<file path="src/rtl/dqs_burst_sequencer_if.sv">
// Bus bundle between the DQS burst sequencer and whatever drives/observes it.
// The slave modport is the sequencer side; the master side issues requests and returns pad data.
interface dqs_burst_sequencer_if #(
    parameter int ERR_WIDTH = 16
);
    logic                 start;
    logic [1:0]           lane_en;
    logic                 clr_err;
    logic [1:0]           dqs_data;
    logic [1:0]           dqs_tri;
    logic [1:0]           dqs_received;
    logic                 busy;
    logic                 done;
    logic [ERR_WIDTH-1:0] err_cnt;

    modport master (
        output start, lane_en, clr_err, dqs_received,
        input  dqs_data, dqs_tri, busy, done, err_cnt
    );

    modport slave (
        input  start, lane_en, clr_err, dqs_received,
        output dqs_data, dqs_tri, busy, done, err_cnt
    );
endinterface

</file>
<file path="src/rtl/dqs_burst_sequencer.sv">
// Two-lane DQS strobe sequencer (preamble, toggle burst, postamble) with a
// delayed loopback checker that counts mismatching cycles into a saturating counter.
module dqs_burst_sequencer #(
    parameter int BURST_LEN        = 8,
    parameter int PREAMBLE_CYCLES  = 1,
    parameter int POSTAMBLE_CYCLES = 1,
    parameter int CHECK_DELAY      = 2,
    parameter int ERR_WIDTH        = 16
) (
    input logic                  clk,
    input logic                  rst,
    dqs_burst_sequencer_if.slave bus
);

    localparam int unsigned DEPTH = CHECK_DELAY;

    typedef enum logic [1:0] {
        IDLE,
        PRE,
        BURST,
        POST
    } state_t;

    state_t     state, state_nxt;
    logic [7:0] cnt, cnt_nxt;
    logic [1:0] lanes, lanes_nxt;

    logic [1:0] tri_d, data_d, en_d;
    logic       busy_d, done_d;

    logic [1:0] dqs_data_q, dqs_tri_q;
    logic       busy_q, done_q;

    logic [1:0]           pipe_data [DEPTH];
    logic [1:0]           pipe_en   [DEPTH];
    logic                 err_hit;
    logic [ERR_WIDTH-1:0] err_cnt_q;

    // State register; outputs are registered from the next-state values so the
    // pads change on the same edge that the state does.
    always_ff @(posedge clk) begin
        if (rst) begin
            state      <= IDLE;
            cnt        <= '0;
            lanes      <= '0;
            dqs_data_q <= '0;
            dqs_tri_q  <= '1;
            busy_q     <= 1'b0;
            done_q     <= 1'b0;
        end else begin
            state      <= state_nxt;
            cnt        <= cnt_nxt;
            lanes      <= lanes_nxt;
            dqs_data_q <= data_d;
            dqs_tri_q  <= tri_d;
            busy_q     <= busy_d;
            done_q     <= done_d;
        end
    end

    always_comb begin
        state_nxt = state;
        cnt_nxt   = cnt;
        lanes_nxt = lanes;
        case (state)
            IDLE: begin
                if (bus.start && (bus.lane_en != 2'b00)) begin
                    state_nxt = PRE;
                    cnt_nxt   = '0;
                    lanes_nxt = bus.lane_en;
                end
            end
            PRE: begin
                if (cnt == 8'(PREAMBLE_CYCLES - 1)) begin
                    state_nxt = BURST;
                    cnt_nxt   = '0;
                end else begin
                    cnt_nxt = cnt + 8'd1;
                end
            end
            BURST: begin
                if (cnt == 8'(BURST_LEN - 1)) begin
                    state_nxt = POST;
                    cnt_nxt   = '0;
                end else begin
                    cnt_nxt = cnt + 8'd1;
                end
            end
            POST: begin
                if (cnt == 8'(POSTAMBLE_CYCLES - 1)) begin
                    state_nxt = IDLE;
                    cnt_nxt   = '0;
                end else begin
                    cnt_nxt = cnt + 8'd1;
                end
            end
            default: begin
                state_nxt = IDLE;
                cnt_nxt   = '0;
            end
        endcase
    end

    // Burst phase is 1 on even beat indices, so the first beat is high and the last is low.
    always_comb begin
        tri_d  = '1;
        data_d = '0;
        en_d   = '0;
        busy_d = 1'b0;
        done_d = 1'b0;
        if (state_nxt != IDLE) begin
            tri_d  = ~lanes_nxt;
            en_d   = lanes_nxt;
            busy_d = 1'b1;
        end
        if ((state_nxt == BURST) && !cnt_nxt[0]) begin
            data_d = lanes_nxt;
        end
        if ((state == POST) && (state_nxt == IDLE)) begin
            done_d = 1'b1;
        end
    end

    // Stage 0 loads together with the pad outputs; the last stage lines up with
    // dqs_received CHECK_DELAY edges later, and the hit is counted one edge after that.
    always_ff @(posedge clk) begin
        if (rst) begin
            for (int unsigned i = 0; i < DEPTH; i++) begin
                pipe_data[i] <= '0;
                pipe_en[i]   <= '0;
            end
            err_hit   <= 1'b0;
            err_cnt_q <= '0;
        end else begin
            pipe_data[0] <= data_d;
            pipe_en[0]   <= en_d;
            for (int unsigned i = 1; i < DEPTH; i++) begin
                pipe_data[i] <= pipe_data[i-1];
                pipe_en[i]   <= pipe_en[i-1];
            end
            err_hit <= |(pipe_en[DEPTH-1] & (bus.dqs_received ^ pipe_data[DEPTH-1]));
            if (bus.clr_err) begin
                err_cnt_q <= '0;
            end else if (err_hit && (err_cnt_q != '1)) begin
                err_cnt_q <= err_cnt_q + 1'b1;
            end
        end
    end

    assign bus.dqs_data = dqs_data_q;
    assign bus.dqs_tri  = dqs_tri_q;
    assign bus.busy     = busy_q;
    assign bus.done     = done_q;
    assign bus.err_cnt  = err_cnt_q;

endmodule
</file>
<file path="src/flat_wrapper.sv">
// flat-port wrapper written by rule: the top's interface ports become plain ports
module dqs_burst_sequencer_flat 
#(
    parameter int BURST_LEN        = 8,
    parameter int PREAMBLE_CYCLES  = 1,
    parameter int POSTAMBLE_CYCLES = 1,
    parameter int CHECK_DELAY      = 2,
    parameter int ERR_WIDTH        = 16
)
  (clk, rst, bus_start, bus_lane_en, bus_clr_err, bus_dqs_received, bus_dqs_data, bus_dqs_tri, bus_busy, bus_done, bus_err_cnt);
  dqs_burst_sequencer_if #(.ERR_WIDTH(ERR_WIDTH)) bus_i ();
  input logic clk;
  input logic rst;
  input wire logic [$bits(bus_i.start)-1:0] bus_start;
  input wire logic [$bits(bus_i.lane_en)-1:0] bus_lane_en;
  input wire logic [$bits(bus_i.clr_err)-1:0] bus_clr_err;
  input wire logic [$bits(bus_i.dqs_received)-1:0] bus_dqs_received;
  output wire logic [$bits(bus_i.dqs_data)-1:0] bus_dqs_data;
  output wire logic [$bits(bus_i.dqs_tri)-1:0] bus_dqs_tri;
  output wire logic [$bits(bus_i.busy)-1:0] bus_busy;
  output wire logic [$bits(bus_i.done)-1:0] bus_done;
  output wire logic [$bits(bus_i.err_cnt)-1:0] bus_err_cnt;
  assign bus_i.start = bus_start;
  assign bus_i.lane_en = bus_lane_en;
  assign bus_i.clr_err = bus_clr_err;
  assign bus_i.dqs_received = bus_dqs_received;
  assign bus_dqs_data = bus_i.dqs_data;
  assign bus_dqs_tri = bus_i.dqs_tri;
  assign bus_busy = bus_i.busy;
  assign bus_done = bus_i.done;
  assign bus_err_cnt = bus_i.err_cnt;
  dqs_burst_sequencer #(.BURST_LEN(BURST_LEN), .PREAMBLE_CYCLES(PREAMBLE_CYCLES), .POSTAMBLE_CYCLES(POSTAMBLE_CYCLES), .CHECK_DELAY(CHECK_DELAY), .ERR_WIDTH(ERR_WIDTH)) u_core (.clk(clk), .rst(rst), .bus(bus_i));
endmodule
</file>
<file path="config.mk">
export PLATFORM = sky130hd
export DESIGN_NAME = dqs_burst_sequencer_flat
export DESIGN_NICKNAME = d
export VERILOG_FILES = /design/src/rtl/dqs_burst_sequencer_if.sv /design/src/rtl/dqs_burst_sequencer.sv /design/src/flat_wrapper.sv
export SDC_FILE = /design/constraint.sdc
export NUM_CORES = 1
export LEC_CHECK = 0
export CORE_ASPECT_RATIO = 0.6
export CORE_MARGIN = 2
export CORE_UTILIZATION = 50
export DETAILED_ROUTE_END_ITERATION = 8
export HOLD_SLACK_MARGIN = 0.02
export PLACE_DENSITY_LB_ADDON = 0.15
export RECOVER_POWER = 50
export SETUP_SLACK_MARGIN = 0.5
export SYNTH_ARGS = -nofsm -noshare
export SYNTH_HDL_FRONTEND = slang
export SYNTH_SLANG_ARGS = --single-unit
</file>
<file path="constraint.sdc">
create_clock -name clk -period 2 [get_ports clk]
set_clock_uncertainty 0.2 [all_clocks]
set_input_delay 0.3 -clock clk [delete_from_list [all_inputs] [get_ports clk]]
set_output_delay 0.3 -clock clk [all_outputs]
set_load 0.1 [all_outputs]
</file>
After elaboration in Yosys (flattened, before gate mapping) --
Memories as Yosys holds them, arrays and structs flattened. Cells that the tools add are included.
Storage, ports and cells: register bits after elaboration 35, RAM bits 8, output and inout bits 22, word-level logic and storage cells 65, memories kept 2
Operators by class: $add $sub $neg 2, equality and inequality tests 7, multiplexer cells 22, bitwise gates (word level) 8, reduce and logical (&&, ||, !) cells 14
Memories:
- u_core.pipe_data | depth 2, bits a word 2, rd ports 2, clocked after Yosys merged registers in 0, wr ports 2, RTL line dqs_burst_sequencer.sv:34 | logic [1:0] pipe_data [DEPTH];
- u_core.pipe_en | depth 2, bits a word 2, rd ports 2, clocked after Yosys merged registers in 0, wr ports 2, RTL line dqs_burst_sequencer.sv:35 | logic [1:0] pipe_en [DEPTH];
Operators by type and width (count):
- two-way mux 2 bit | 12
- two-way mux 8 bit | 3
- one-hot mux 8 bit (3 select lines) | 1
- adder 16 x 1 -> 16 bit, second input constant | 1
- != test 16 bit, second input constant | 1
- adder 8 x 1 -> 8 bit, second input constant | 1
- equality test 8 x 3 -> 1 bit, second input constant | 1
- zero test 8 bit | 1
- one-hot mux 2 bit (4 select lines) | 1
- OR reduction 2 bit | 4
- equality test 2 bit, second input constant | 3
- two-way mux 1 bit | 5
- logical AND 1 bit | 4
- zero test 2 bit | 2
- bitwise OR 1 bit | 4
- nonzero test 2 bit | 2
- bitwise AND 2 bit | 1
- equality test 2 x 1 -> 1 bit, second input constant | 1
- != test 2 x 1 -> 1 bit, second input constant | 1
- inverter 2 bit | 1
- bitwise XOR 2 bit | 1
- zero test 1 bit | 1
- inverter 1 bit | 1

Longest topological paths before layout --
Gate-level depths: netlist (run 1).
word-level depth 8, depth in mapped cells 6, mapped depth without buffers 6

Worst setup path before layout (run 1) --
No wires, ideal clock.
path kind register -> register, start reg u_core.err_cnt_q[0] (netlist: u_core.bus.err_cnt[0]), end reg u_core.err_cnt_q[14] (netlist: u_core.bus.err_cnt[14]), data arrival time 2.309 ns, required time 1.730 ns, path slack -0.579 ns, cell stages (with the launch flop) 6, buffers on the path 0, clock period less this slack 2.579 ns, path through dfxtp_1 ha_1 nand4_2 or2_4 or4_1 a21oi_1
Between the ends: cells in the longest elaborated chain, start to end 2
RTL lines:
- start, declared | RTL line dqs_burst_sequencer.sv:37 | logic [ERR_WIDTH-1:0] err_cnt_q;
- start signal, assigned | RTL line dqs_burst_sequencer.sv:145 | err_cnt_q <= err_cnt_q + 1'b1;
- branches (longest 2 deep; another with adder 16 x 1 -> 16 bit)
Parallel ways; which one is timed is not known. A chain may end at the register's enable or synchronous reset.

Worst setup path in the final report (run 1) --
start reg u_core.err_cnt_q[7] (netlist: u_core.bus.err_cnt[7]), end reg u_core.err_cnt_q[14] (netlist: u_core.bus.err_cnt[14])
The elaborated chain is that of the path after synthesis.

==> results of run 1 <==
worst max-delay path by stage:
stage	start	to	slack, ps	depth (start not counted)
floorplan	u_core.bus.err_cnt[1]$_SDFFE_PP0P_	u_core.bus.err_cnt[14]$_SDFFE_PP0P_	80	5
global placement	rst	u_core.bus.err_cnt[3]$_SDFFE_PP0P_	120	4
detailed placement	rst	u_core.bus.err_cnt[5]$_SDFFE_PP0P_	80	4
CTS	u_core.cnt[0]$_SDFF_PP0_	u_core.pipe_en[0][0]$_SDFF_PP0_	250	6
global route	u_core.bus.err_cnt[7]$_SDFFE_PP0P_	u_core.bus.err_cnt[10]$_SDFFE_PP0P_	20	4
finish	u_core.bus.err_cnt[7]$_SDFFE_PP0P_	u_core.bus.err_cnt[14]$_SDFFE_PP0P_	60	4
state kept, by name, summed over array words and instances, names as in the netlist:
register and flops:
u_core.bus.done 1, u_core.bus.dqs_data 1, u_core.state 2, u_core.err_hit 1, u_core.bus.dqs_tri 2, u_core.bus.busy 1, u_core.pipe_en 4, u_core.lanes 2
u_core.bus.err_cnt 16, u_core.pipe_data 3, u_core.cnt 8
power groups by stage:
stage	Clock, mW	Sequential, mW	Combinational [mW]
6_report	0.584	0.874	0.467
4_1_cts	0.571	0.856	0.372
3_3_place_gp	0	0.875	0.298
2_1_floorplan	0	0.914	0.182
5_1_grt	0.608	0.876	0.476
3_5_place_dp	0	0.876	0.303
cells in the final DEF, fill, tap and decap left out, types with 3 or more instances in the layout:
cell             instances
xor2_1                   3
clkbuf_8                 5
nand3_1                  7
nand2_2                  4
nor4_1                   3
dfxtp_1                 24
clkbuf_2                13
clkdlybuf4s50_1          6
nor2b_1                  5
nand2_1                  8
dfxtp_4                 14
or2_4                    4
buf_4                   41
nand4_1                  8
nand3_2                  5
buf_12                  10
o31ai_1                  3
nor2_1                  12
nor2b_2                  4
o21ai_1                  4
buf_6                   19
a21oi_1                  8
inv_1                    3
dfxtp_2                  3
and3_4                   8
nor3_4                   3
ha_4                     3
synthesized netlist by cell type (2+ instances only):
cell type / number
a21boi_0: 2
a21oi_1: 10
a22oi_1: 2
a31oi_1: 3
and3_1: 9
and3b_1: 2
and4_1: 2
buf_2: 2
buf_4: 2
clkbuf_1: 4
dfxtp_1: 41
ha_1: 3
inv_1: 5
mux2i_1: 2
nand2_1: 12
nand2b_1: 2
nand3_1: 13
nand4_1: 8
nand4b_1: 2
nor2_1: 14
nor2b_1: 9
nor3_1: 4
nor3b_1: 2
nor4_1: 5
o211ai_1: 2
o21a_1: 2
o21ai_0: 5
o21ai_1: 3
o31ai_1: 4
or2_1: 3
or3_1: 2
or4_1: 4
xnor2_1: 2
xor2_1: 3
cells by family after synthesis:
group	Yosys count
AO/OA/AOI/OAI	44
XOR/XNOR	5
adder cells (fa/ha/maj)	3
buffers and inverters	14
flip-flops	41
multiplexers	2
AND/OR/NAND/NOR	107
worst register-to-register path: cells and delay by family, from the launching register on:
kind / cells / cell delay [ps]
AOI/OAI and AO/OA: 1 / 130
and+or+nand+nor: 3 / 1010
DFF: 1 / 520
what timing repair did:
action                     CTS  global route
setup endpoints to repair   34            46
pin swaps                   27            20
setup buffers               43            12
resized for setup           33            50
final cells by class:
cell class,instances,area share (%)
Tap cell,47,1.801
Multi-Input combinational cell,161,41.63
Clock buffer,5,2.108
Inverter,5,0.6516
Timing Repair Buffer,91,26.33
Sequential cell,41,26.87
Clock inverter,3,0.6133
per-layer routing:
layer  share of wire [%]  GRT usage, %  routed length, um
met2                  45         52.10               4184
met3                  12         8.189               1112
met5                   0             0                  0
met1                  37         43.52               3461
met4                 5.7         16.93                532
metrics by stage:
step / instances / hold WS (ps)
floorplan: 216 / 175.7
global placement: 290 / 221.5
detailed placement: 290 / 227.2
CTS: 341 / 248.3
global route: 353 / 293.2
finish: 353 / 274.5
==> results.py, run 1 <==
metrics = {
    "sta": {
        "rsz0062_at_grt": "yes",
        "tns_ps": 0,
        "hold_violations": 0,
        "finalSetupViolCount": 0,
        "drv_slew": 0,
        "max-slew-margin-rel_pct": 59.64,
        "fin_crit_sh_pct": 96.96,
        "max_freq_mhz": 515.7,
        "post-route-min-period_ps": 1939,
        "worstMarginPinSlew_ps": 607.9,
        "setup_ws_ps": 60.77,
    },
    "global_route": {
        "grt-ovfl-total": 0,
        "grtUsageTotal_pct": 33.34,
        "grt_start_max_net_pins": 15,
        "grt_antenna_before_repair": 0,
        "grt_pass1_wl_um": 11110,
        "grt_pass1_vias": 2174,
    },
    "worst_setup_path": {
        "crit_required_ps": 2040,
        "path_class": "flip-flop to flip-flop",
        "critPathTopFamily": "simple AND/OR/NAND/NOR gates",
        "crit_slowest_cell": "dfxtp_1",
        "reg2reg_slack_ps": 60,
        "end_kind": "flip-flop",
        "path_buf_inv": 0,
        "cp_data_arrival_time_ps": 1980,
        "start_kind": "flip-flop",
        "crit-reg2reg-launch": "u_core.bus.err_cnt[7]$_SDFFE_PP0P_",
        "slowest_delay_ps": 520,
        "reg2reg_depth": 4,
        "crit_path_cell_trace": "nand4_4 -> or2_4 -> or4_1 -> a21oi_1",
        "cp_max_fo": 6,
        "timing.rr.end": "u_core.bus.err_cnt[14]$_SDFFE_PP0P_",
    },
    "floorplanning": {
        "core_um2": 3701,
        "initial_utilization_pct": 52.70,
        "io_pins": 30,
        "dieWidth_um": 84.64,
        "die-area_um2": 4433,
        "rows": 17,
        "die_h_um": 52.38,
    },
    "drt": {
        "drt_iter0_drc": 305,
        "drt-wirelength-per-cell_um": 26.32,
        "drtPass1Iterations": 6,
        "wl_um": 9290,
        "drc": 0,
        "antenna_left": 0,
        "via_per_inst": 6.975,
        "via_count": 2462,
    },
    "yosys": {
        "postSynthAreaPerCell_um2": 9.031,
        "netlist_area_um2": 1951,
        "synth_top_family_by_area": "simple AND/OR/NAND/NOR gates",
        "synth_edf_count": 0,
        "ys.flop_type": "dfxtp_1",
        "synthAdderAreaFrac_pct": 1.924,
        "synth_cells": 216,
        "ys_types": 60,
        "synth-simple-area-share_pct": 33.87,
        "synth-xor-area-share_pct": 2.245,
        "synth_top_area_cell": "dfxtp_1",
        "synth.yosys.seq_area_share_pct": 42.08,
        "synth-compound-area-share_pct": 15.65,
        "yosysWarnings": 0,
        "synth.area.mux_share_pct": 1.026,
        "ys_ff_latch": 41,
        "synthesis.nets": 227,
        "synth_async_sr_flop_share_pct": 0,
        "yosys.area.top_type_share_pct": 42.08,
        "synth_top_cells_by_area": "dfxtp_1 (42%), nand3_1 (3.3%), and3_1 (2.9%)",
    },
    "worst_hold_path": {
        "whs_endpoint": "u_core.pipe_en[0][2]$_SDFF_PP0_",
        "hold_start": "u_core.pipe_en[0][0]$_SDFF_PP0_",
        "hold_class": "flip-flop to flip-flop",
        "holdPathStages": 1,
    },
    "power": {
        "p_sw_share_pct": 34.21,
        "p_switching_mw": 0.6588,
        "pwr-share-clk_pct": 30.3,
        "ir_worst_vdd_mv": 0.7033,
        "p_comb_share_pct": 24.3,
        "powerDensity_nw_per_um2": 589.9,
        "intPower_mw": 1.267,
        "p_leak_nw": 1.305,
        "design_power_total_mw": 1.926,
        "power_frac_seq_pct": 45.4,
    },
    "final_layout": {
        "post-route-util_pct": 88.20,
        "fin_area_um2": 3264,
        "num_antenna_cells": 0,
        "multi_input_area_um2": 1359,
        "synthToLayoutAreaGrowth_pct": 67.35,
        "seqCellArea_um2": 877.1,
        "layout-drive-gt1-share_pct": 54.90,
        "n_fill_cell": 137,
        "nets": 316,
    },
    "cts": {
        "cts_tree": "yes",
        "cts_root_buf": "clkbuf_8",
        "cts_hold_buf": 0,
        "clock_path_buffers": 2,
        "cts_sinks": 41,
        "cts_made_buffers": 5,
        "htreeDepth": 2,
        "path_clk_slew_ps": 90,
        "clk_latency_ps": 300,
    },
    "run_status": {
        "status": "completed",
    },
    "place": {
        "pre_cts_slack_ps": 84.73,
        "place_area_um2": 2599,
        "dp_hpwl_um": 3567,
        "numPortBuffers": 29,
        "finalWeightedCongestion": 0.9213,
    },
    "flow_run": {
        "drv_cap": 0,
    },
}
Power figures use the tool's default switching activity.
==> run 2: changes to the inputs <==
--- a/config.mk
+++ b/config.mk
@@ -5,6 +5,7 @@
 export SDC_FILE = /design/constraint.sdc
 export NUM_CORES = 1
 export LEC_CHECK = 0
+export CAP_MARGIN = 20
 export CORE_ASPECT_RATIO = 0.6
 export CORE_MARGIN = 2
 export CORE_UTILIZATION = 50
==> results of run 2 <==
No change in the layout: final DEF, timing and power equal those of run 1.
